[src/rtl/mem_stage.sv]
// mem_stage - EX/MEM pipeline register, data-memory req/ready handshake, store lane steering, load extension.
// Optional misaligned-access trap enabled by defining MISALIGN_TRAP_EN.
module mem_stage #(
  parameter int WORD_SIZE      = 32,
  parameter int NUM_REGS       = 32,
  parameter int REG_SEL        = $clog2(NUM_REGS),
  parameter int DMEM_ADDR_SIZE = 10
) (
  input  logic                      clk,
  input  logic                      rst,
  input  logic                      ex_valid,
  input  logic [WORD_SIZE-1:0]      ex_result,
  input  logic [WORD_SIZE-1:0]      ex_write_data,
  input  logic [REG_SEL-1:0]        ex_rd,
  input  logic                      ex_reg_write,
  input  logic                      ex_mem_read,
  input  logic                      ex_mem_write,
  input  logic [2:0]                ex_funct3,
  output logic                      stall,
  output logic [WORD_SIZE-1:0]      mem_forward,
  output logic [REG_SEL-1:0]        mem_fwd_rd,
  output logic                      mem_fwd_we,
  output logic                      dmem_req,
  output logic                      dmem_we,
  output logic [DMEM_ADDR_SIZE-1:0] dmem_addr,
  output logic [3:0]                dmem_be,
  output logic [WORD_SIZE-1:0]      dmem_wdata,
  input  logic                      dmem_ready,
  input  logic [WORD_SIZE-1:0]      dmem_rdata,
  output logic                      wb_valid,
  output logic                      wb_reg_write,
  output logic [REG_SEL-1:0]        wb_rd,
  output logic [WORD_SIZE-1:0]      wb_data,
  output logic                      misalign_fault
);

  localparam logic [0:0] ST_IDLE   = 1'b0;
  localparam logic [0:0] ST_ACCESS = 1'b1;

  logic [0:0]           state_q, state_d;
  logic                 m_valid_q, m_valid_d;
  logic [WORD_SIZE-1:0] m_result_q, m_result_d;
  logic [WORD_SIZE-1:0] m_wdata_q, m_wdata_d;
  logic [REG_SEL-1:0]   m_rd_q, m_rd_d;
  logic                 m_reg_write_q, m_reg_write_d;
  logic                 m_load_q, m_load_d;
  logic                 m_store_q, m_store_d;
  logic [2:0]           m_funct3_q, m_funct3_d;
  logic                 m_misalign_q, m_misalign_d;
  logic                 wb_valid_q, wb_valid_d;
  logic                 wb_reg_write_q, wb_reg_write_d;
  logic [REG_SEL-1:0]   wb_rd_q, wb_rd_d;
  logic [WORD_SIZE-1:0] wb_data_q, wb_data_d;
  logic                 fault_q, fault_d;

  logic                 ex_mem_op;
  logic                 ex_misalign;
  logic                 in_access;
  logic [7:0]           ld_byte;
  logic [15:0]          ld_half;
  logic [WORD_SIZE-1:0] ld_ext;
  logic [3:0]           st_be;
  logic [WORD_SIZE-1:0] st_wdata;

`ifdef MISALIGN_TRAP_EN
  // funct3[1:0] = 01 is a halfword; funct3[1] = 1 covers W and the reserved encodings treated as W.
  assign ex_misalign = ((ex_funct3[1:0] == 2'b01) && ex_result[0]) ||
                       (ex_funct3[1] && (ex_result[1:0] != 2'b00));
`else
  assign ex_misalign = 1'b0;
`endif

  assign in_access = (state_q == ST_ACCESS);
  assign ex_mem_op = ex_valid && (ex_mem_read || ex_mem_write);

  always_comb begin
    stall = in_access && !dmem_ready;

    state_d       = state_q;
    m_valid_d     = m_valid_q;
    m_result_d    = m_result_q;
    m_wdata_d     = m_wdata_q;
    m_rd_d        = m_rd_q;
    m_reg_write_d = m_reg_write_q;
    m_load_d      = m_load_q;
    m_store_d     = m_store_q;
    m_funct3_d    = m_funct3_q;
    m_misalign_d  = m_misalign_q;
    if (!stall) begin
      m_valid_d     = ex_valid;
      m_result_d    = ex_result;
      m_wdata_d     = ex_write_data;
      m_rd_d        = ex_rd;
      m_reg_write_d = ex_valid && ex_reg_write;
      m_load_d      = ex_valid && ex_mem_read;
      m_store_d     = ex_valid && ex_mem_write && !ex_mem_read;
      m_funct3_d    = ex_funct3;
      m_misalign_d  = ex_mem_op && ex_misalign;
      state_d       = (ex_mem_op && !ex_misalign) ? ST_ACCESS : ST_IDLE;
    end
  end

  always_comb begin
    case (m_result_q[1:0])
      2'd0:    ld_byte = dmem_rdata[7:0];
      2'd1:    ld_byte = dmem_rdata[15:8];
      2'd2:    ld_byte = dmem_rdata[23:16];
      default: ld_byte = dmem_rdata[31:24];
    endcase
    ld_half = m_result_q[1] ? dmem_rdata[31:16] : dmem_rdata[15:0];
    case (m_funct3_q)
      3'b000:  ld_ext = {{(WORD_SIZE-8){ld_byte[7]}}, ld_byte};
      3'b100:  ld_ext = {{(WORD_SIZE-8){1'b0}}, ld_byte};
      3'b001:  ld_ext = {{(WORD_SIZE-16){ld_half[15]}}, ld_half};
      3'b101:  ld_ext = {{(WORD_SIZE-16){1'b0}}, ld_half};
      default: ld_ext = dmem_rdata;
    endcase

    case (m_funct3_q[1:0])
      2'b00: begin
        st_be    = 4'b0001 << m_result_q[1:0];
        st_wdata = {(WORD_SIZE/8){m_wdata_q[7:0]}};
      end
      2'b01: begin
        st_be    = m_result_q[1] ? 4'b1100 : 4'b0011;
        st_wdata = {(WORD_SIZE/16){m_wdata_q[15:0]}};
      end
      default: begin
        st_be    = 4'b1111;
        st_wdata = m_wdata_q;
      end
    endcase
  end

  always_comb begin
    wb_valid_d     = 1'b0;
    wb_reg_write_d = 1'b0;
    wb_rd_d        = wb_rd_q;
    wb_data_d      = wb_data_q;
    fault_d        = 1'b0;
    if (in_access) begin
      if (dmem_ready) begin
        wb_valid_d     = 1'b1;
        wb_reg_write_d = m_load_q && m_reg_write_q;
        wb_rd_d        = m_rd_q;
        wb_data_d      = m_load_q ? ld_ext : m_result_q;
      end
    end else if (m_valid_q) begin
      // Non-memory ops and trapped misaligned accesses retire straight from M.
      wb_valid_d     = 1'b1;
      wb_reg_write_d = m_reg_write_q && !m_misalign_q;
      wb_rd_d        = m_rd_q;
      wb_data_d      = m_result_q;
      fault_d        = m_misalign_q;
    end
  end

  always_ff @(posedge clk) begin
    if (rst) begin
      state_q        <= ST_IDLE;
      m_valid_q      <= 1'b0;
      m_result_q     <= '0;
      m_wdata_q      <= '0;
      m_rd_q         <= '0;
      m_reg_write_q  <= 1'b0;
      m_load_q       <= 1'b0;
      m_store_q      <= 1'b0;
      m_funct3_q     <= 3'b000;
      m_misalign_q   <= 1'b0;
      wb_valid_q     <= 1'b0;
      wb_reg_write_q <= 1'b0;
      wb_rd_q        <= '0;
      wb_data_q      <= '0;
      fault_q        <= 1'b0;
    end else begin
      state_q        <= state_d;
      m_valid_q      <= m_valid_d;
      m_result_q     <= m_result_d;
      m_wdata_q      <= m_wdata_d;
      m_rd_q         <= m_rd_d;
      m_reg_write_q  <= m_reg_write_d;
      m_load_q       <= m_load_d;
      m_store_q      <= m_store_d;
      m_funct3_q     <= m_funct3_d;
      m_misalign_q   <= m_misalign_d;
      wb_valid_q     <= wb_valid_d;
      wb_reg_write_q <= wb_reg_write_d;
      wb_rd_q        <= wb_rd_d;
      wb_data_q      <= wb_data_d;
      fault_q        <= fault_d;
    end
  end

  assign mem_forward    = m_result_q;
  assign mem_fwd_rd     = m_rd_q;
  assign mem_fwd_we     = m_valid_q && m_reg_write_q && !m_load_q;
  assign dmem_req       = in_access;
  assign dmem_we        = in_access && m_store_q;
  assign dmem_addr      = m_result_q[DMEM_ADDR_SIZE+1:2];
  assign dmem_be        = (in_access && m_store_q) ? st_be : 4'b0000;
  assign dmem_wdata     = st_wdata;
  assign wb_valid       = wb_valid_q;
  assign wb_reg_write   = wb_reg_write_q;
  assign wb_rd          = wb_rd_q;
  assign wb_data        = wb_data_q;
  assign misalign_fault = fault_q;

endmodule
[config.mk]
export PLATFORM = sky130hd
export DESIGN_NAME = mem_stage
export DESIGN_NICKNAME = d
export VERILOG_FILES = /design/src/rtl/mem_stage.sv
export SDC_FILE = /design/constraint.sdc
export NUM_CORES = 1
export LEC_CHECK = 0
export BUFFER_PORTS_ARGS = -buffer_cell sky130_fd_sc_hd__buf_2
export CORE_ASPECT_RATIO = 0.5
export CORE_MARGIN = 4
export CORE_UTILIZATION = 47
export DETAILED_ROUTE_END_ITERATION = 12
export GPL_ROUTABILITY_DRIVEN = 0
export GPL_TIMING_DRIVEN = 0
export HOLD_SLACK_MARGIN = 0.02
export MAX_ROUTING_LAYER = met4
export PLACE_DENSITY = 0.8
export SLEW_MARGIN = 20
export SYNTH_ARGS = -nofsm -noshare
export SYNTH_HDL_FRONTEND = slang
export SYNTH_SLANG_ARGS = --single-unit
[constraint.sdc]
create_clock -name clk -period 2 [get_ports clk]
set_input_delay 0.1 -clock clk [delete_from_list [all_inputs] [get_ports clk]]
set_output_delay 0.1 -clock clk [all_outputs]
set_load 0.01 [all_outputs]
==> results.sh, run 1 <==
export IMPL_antenna_cells=0
export IMPL_die_area_um2=13200
export IMPL_clock_latency_ns=0.41
export IMPL_dieHeight_um=83.4
export IMPL_maxCapViolations=0
export IMPL_drtIter0Drc=656
export IMPL_arrival_ns=1.85
export IMPL_crit_type="flop to output port"
export IMPL_cts_tree="yes"
export IMPL_max_slew_worst_pin_slew_ns=0.669
export IMPL_io_pins=238
export IMPL_slew_violations=0
export IMPL_root_buffer="clkbuf_16"
export IMPL_core_rowCount=27
export IMPL_die_x_um=159
export IMPL_synth_largest_area_cell="dfxtp_1"
export IMPL_cp_top_family="buffers and inverters"
export IMPL_grt_overflow_total=0
export IMPL_synthesis_area_um2=5340
export IMPL_synth_edf_count=0
export IMPL_clock_skew_ns=0.00584
export IMPL_use_met2=0.541
export IMPL_path_cells="clkbuf_4 -> buf_6 -> buf_2 -> mux2_2 -> buf_2"
export IMPL_ys_async_sr_fraction=0
export IMPL_wirelength_um=21600
export IMPL_power_leakage_nw=3.81
export IMPL_cpPeakStageDelay_ns=0.36
export IMPL_syn_avg_cell_area_um2=8.05
export IMPL_portBuffers=236
export IMPL_synth_top_area_frac=0.435
export IMPL_yosysMostFrequentCell="nand2_1"
export IMPL_start_util=0.483
export IMPL_setup_violations_final=0
export IMPL_layout_nets=1111
export IMPL_wire_per_inst_um=18.7
export IMPL_dp_hpwl_um=14200
export IMPL_core_area_um2=11000
export IMPL_grt_usage=0.327
export IMPL_cts_sinks=116
export IMPL_slowest_stage="mux2_2"
export IMPL_finalCritPeriodShare=0.975
export IMPL_syn_inst=663
export IMPL_ys_seq_area_frac=0.435
export IMPL_powerDensity_nw_per_um2=847
export IMPL_syn_nets=774
export IMPL_synth_common_cells="nand2_1, dfxtp_1, a21oi_1, o21ai_0, clkbuf_1"
export IMPL_max_slew_margin_rel=0.554
export IMPL_worst_setup_path_start_kind="flop"
export IMPL_drive_gt1_frac=0.347
export IMPL_max_freq_mhz=513
export IMPL_min_period_ns=1.95
export IMPL_ys_warn_count=0
export IMPL_busiest_layer="met2"
export IMPL_r2r_slack_ns=0.11
export IMPL_ys_seq_elements=116
export IMPL_crit_required_ns=1.90
export IMPL_whs_ns=0.0411
export IMPL_status="complete, no violations"
export IMPL_cts_max_level=4
export IMPL_grt_pass1_wl_um=34200
export IMPL_finalHoldViolations=0
export IMPL_critPathBufInv=4
export IMPL_grt_max_degree=17
export IMPL_synth_ff_type="dfxtp_1"
export IMPL_vias_per_cell=5.70
export IMPL_dr_pass1_iters=6
export IMPL_area_growth_pct=53.5
export IMPL_clkTransAtPathRegs_ns=0.06
export IMPL_peakVddDrop_mv=0.566
export IMPL_crit_fanout=10
export IMPL_postCtsSetupBuffers=0
export IMPL_worstSetupEndpointType="output port"
export IMPL_drcViolationCount=0
export IMPL_crit_top_cell="buf_2"
export IMPL_hold_class="input port to flop"
export IMPL_vias=6604
export IMPL_clk_path_buf_depth=2
export IMPL_drtAntennaViolNets=0
export IMPL_grt_antenna_before_repair=0
export IMPL_ys_types=38
export IMPL_use_met3=0.0689
export IMPL_first_global_vias=6564
export IMPL_dpl_cell_count=1044
export IMPL_cts_buffers=17
export IMPL_fin_cells=1158
export IMPL_grtUsageMet1=0.380
export IMPL_synth_area_leaders="dfxtp_1, nand2_1, a21oi_1"
## report_power, final
part | switching (mW) | total [mW] | internal, mW
logic | 0.644 | 1.19 | 0.544
clock network | 1.14 | 3.19 | 2.06
registers | 0.110 | 2.57 | 2.46
total | 1.89 | 6.95 | 5.06
## worst paths after layout
path / end / cells past startpoint / start
setup / recovery: dmem_wdata[23] / 5 / m_funct3_q[1]$_SDFFE_PP0N_
hold / removal: wb_data[24]$_SDFFE_PP0P_ / 3 / dmem_rdata[24]
setup reg to reg: wb_data[0]$_SDFFE_PP0P_ / 4 / dmem_req$_SDFFE_PP0N_
hold reg to reg: wb_data[24]$_SDFFE_PP0P_ / 2 / wb_data[24]$_SDFFE_PP0P_
## flip-flops by register name (all words and copies together) (netlist names)
register	cells
m_wdata_q	32
mem_fwd_rd	5
m_funct3_q	3
m_valid_q	1
wb_valid	1
wb_data	32
mem_forward	32
wb_reg_write	1
m_store_q	1
wb_rd	5
dmem_req	1
m_reg_write_q	1
m_load_q	1
## cell usage in the layout (no fill, tap or decap), types with 2 or more instances in the layout
cell	n
nand3_1	2
buf_4	19
bufinv_16	3
nand2_1	193
buf_2	249
clkbuf_1	27
clkbuf_16	17
clkbuf_8	3
clkinv_2	4
buf_1	4
nand2b_1	4
a222oi_1	7
o21ai_1	12
a211oi_1	9
nor2_1	19
o21ai_0	39
mux2_2	24
mux2i_1	8
nor2b_1	2
o32a_1	7
o211ai_1	7
clkinvlp_4	4
dfxtp_1	115
buf_6	4
inv_1	4
a21oi_1	93
a221oi_2	10
dlygate4sd3_1	83
nor3b_1	2
clkbuf_4	5
a221oi_1	14
## area by class of cell
type,instances,area [µm²]
timing repair buffer,319,2010
sequential,116,2320
tap,145,181
clock inverter,12,153
multi-input combinational,468,2630
buffer,73,412
inverter,5,20.0
fill,778,2850
clock buffer,20,467
## stage by stage
step	setup TNS, ns	setup WS (ns)	cell area [µm²]	util	power, mW
after floorplan	0	0.332	5340	-	3.16
after global placement	0	0.192	6700	0.607	3.58
after global routing	-0.0213	-0.0213	8200	0.742	7.14
after CTS	0	0.0149	8170	0.739	6.88
final	0	0.0501	8200	0.742	6.95
after detailed placement	0	0.129	6700	0.607	3.60
## layer usage
layer,vias to the layer above,share of wire
met4,0,0.044
met5,-,0
met2,486,0.48
met3,100,0.090
li1,2976,-
met1,3042,0.39
## cell families after synthesis
family | synth area share
simple gates | 0.169
compound gates | 0.243
buf+inv | 0.0759
other cells | 0.000702
mux | 0.0766
flops | 0.435
## what timing repair did
item	CTS	global route
hold buffers	83	0
resized for setup	7	15
endpoints found under the setup margin	19	39
endpoints found under the hold margin	84	0
## worst min-delay path, cell delays in order
cell and delay, ns:
buf_2 0.14, a221oi_2 0.08, o21ai_1 0.11
Note: power is estimated with default switching activity, not from simulation.
==> run 2: changes to the inputs <==
Settings changed: CORE_UTILIZATION 47 to 33, PLACE_DENSITY 0.8 to unset.
==> run 2 against run 1 <==
Compared with the run above:
- the flow now finishes with violations (negative setup slack)
- sequential power barely moved
- total power increased by 0.58%
- utilization shrank 21 points
- non-clock buffer count stayed put
- wire length shrank 3.3%
- setup slack got worse by 0.067 ns
- critical endpoint is now dmem_wdata[11]
- largest cell class unchanged
==> results.sh, run 2 (synthesis results as in run 1) <==
export IMPL_status="finished, violations left"
export IMPL_failed_checks="negative setup slack"
export IMPL_clkTransAtPathRegs_ns=0.06
export IMPL_vias_per_cell=5.06
export IMPL_fin_util=0.530
export IMPL_postCtsSetupBuffers=0
export IMPL_grt_pass1_wl_um=32700
export IMPL_intPower_mw=5.09
export IMPL_cts_sinks=116
export IMPL_crit_required_ns=1.90
export IMPL_swShare=0.272
export IMPL_startpoint="m_funct3_q[0]$_SDFFE_PP0N_"
export IMPL_finalPower_mw=6.99
export IMPL_timing_rr_start="mem_forward[1]$_SDFFE_PP0N_"
export IMPL_setup_violations_final=4
export IMPL_max_freq_mhz=496
export IMPL_slew_violations=0
export IMPL_slowest_stage="nor2_2"
export IMPL_dieHeight_um=98.0
export IMPL_crit_fanout=10
export IMPL_drtIter0Drc=458
export IMPL_clockPowerShare=0.467
export IMPL_hold_class="input port to flop"
export IMPL_grt_usage=0.230
export IMPL_p_switching_mw=1.90
export IMPL_drcViolationCount=0
export IMPL_clock_latency_ns=0.42
export IMPL_finalHoldViolations=0
export IMPL_clock_skew_ns=0.0140
export IMPL_finalCritPeriodShare=1.01
export IMPL_cts_tree="yes"
export IMPL_area_growth_pct=55.0
export IMPL_core_rowCount=32
export IMPL_powerDensity_nw_per_um2=844
export IMPL_wirelength_um=20900
export IMPL_wire_per_inst_um=17.2
export IMPL_cp_top_family="simple AND/OR/NAND/NOR gates"
export IMPL_start_util=0.342
export IMPL_grt_overflow_total=0
export IMPL_root_buffer="clkbuf_16"
export IMPL_cts_buffers=17
export IMPL_grt_antenna_before_repair=1
export IMPL_power_frac_comb=0.166
export IMPL_peakVddDrop_mv=0.518
export IMPL_drive_gt1_frac=0.347
export IMPL_crit_top_cell="buf_2"
export IMPL_critPathBufInv=2
export IMPL_cpPeakStageDelay_ns=0.46
export IMPL_dp_hpwl_um=15500
export IMPL_vias=6159
export IMPL_portBuffers=236
export IMPL_core_area_um2=15600
export IMPL_layout_nets=1111
export IMPL_drtAntennaViolNets=0
export IMPL_max_slew_margin_rel=0.546
export IMPL_die_area_um2=18400
export IMPL_arrival_ns=1.92
export IMPL_layout_cells_most_common_list="buf_2, nand2_1, dfxtp_1"
export IMPL_io_pins=238
export IMPL_final_common_cell="buf_2"
export IMPL_maxCapViolations=0
export IMPL_rsz0062_at_grt="yes"
export IMPL_power_leakage_nw=3.81
export IMPL_max_slew_worst_pin_slew_ns=0.681
export IMPL_path_cells="buf_2 -> nor2_2 -> mux2_2 -> buf_2"
export IMPL_dr_pass1_iters=5
export IMPL_first_global_vias=6175
export IMPL_pwr_share_seq=0.366
export IMPL_cts_max_level=4
export IMPL_worstSetupEndpointType="output port"
export IMPL_worst_setup_path_start_kind="flop"
export IMPL_min_period_ns=2.02
export IMPL_die_x_um=188
export IMPL_setup_slack_ns=-0.0171
export IMPL_hp_start="dmem_rdata[28]"
export IMPL_crit_type="flop to output port"
export IMPL_grt_max_degree=17
export IMPL_clk_path_buf_depth=2
==> run 2: stage by stage <==
stage	cells	hold slack, ns	area [µm²]	TNS [ns]	setup slack [ns]
after floorplan	663	0.240	5340	0	0.332
after global placement	1103	0.348	6780	0	0.111
after detailed placement	1103	0.350	6780	-0.0208	-0.0208
after CTS	1216	0.0207	8240	-0.0589	-0.0533
after global routing	1217	0.0360	8280	-0.618	-0.0805
final	1217	0.0254	8280	-0.0345	-0.0171
==> run 2: metal layers <==
| layer | vias up | part of all wire | track usage | routed length (µm) |
|---|---|---|---|---|
| met5 | - | 0 | - | 0 |
| met4 | 0 | 0.032 | 0.0936 | 671 |
| met3 | 51 | 0.050 | 0.0400 | 1050 |
| met2 | 222 | 0.47 | 0.368 | 9860 |
| met1 | 2902 | 0.45 | 0.290 | 9350 |
| li1 | 2984 | - | - | - |
==> run 2: area by class of cell <==
class	count	area, µm²
Tap cell	204	255
Fill cell	1504	7340
Multi-Input combinational cell	468	2630
Inverter	5	18.8
Clock buffer	17	425
Sequential cell	116	2320
Clock inverter	14	203
Buffer	73	410
Antenna cell	1	2.50
Timing Repair Buffer	319	2010
==> run 2: timing repair <==
action                                 in CTS  in global routing
endpoints found under the hold margin      82                  0
setup endpoints to repair                  22                 35
hold buffers                               83                  0
gates resized for setup                     6                 13
pin swaps                                   0                  0
==> run 2: worst paths after layout <==
path / depth (start not counted) / slack, ns / to
setup / recovery: 4 / -0.02 / dmem_wdata[11]
hold / removal: 3 / 0.03 / wb_data[28]$_SDFFE_PP0P_
hold reg to reg: 2 / 0.45 / wb_data[27]$_SDFFE_PP0P_
setup reg to reg: 4 / 0.13 / wb_data[11]$_SDFFE_PP0P_
==> run 2: power by group through the flow <==
stage,sequential [mW],clock [mW],combinational (mW)
floorplan,2.63,0,0.531
global placement,2.60,0,1.00
detailed placement,2.61,0,1.01
CTS,2.56,3.29,1.15
global route,2.58,3.42,1.26
finish,2.56,3.26,1.16
==> run 2: worst register-to-register path, stage by stage (launching register included) <==
cell and delay [ns]:
dfxtp_1 0.34, buf_6 0.16, mux4_1 0.61, a21oi_2 0.45, a221oi_1 0.15
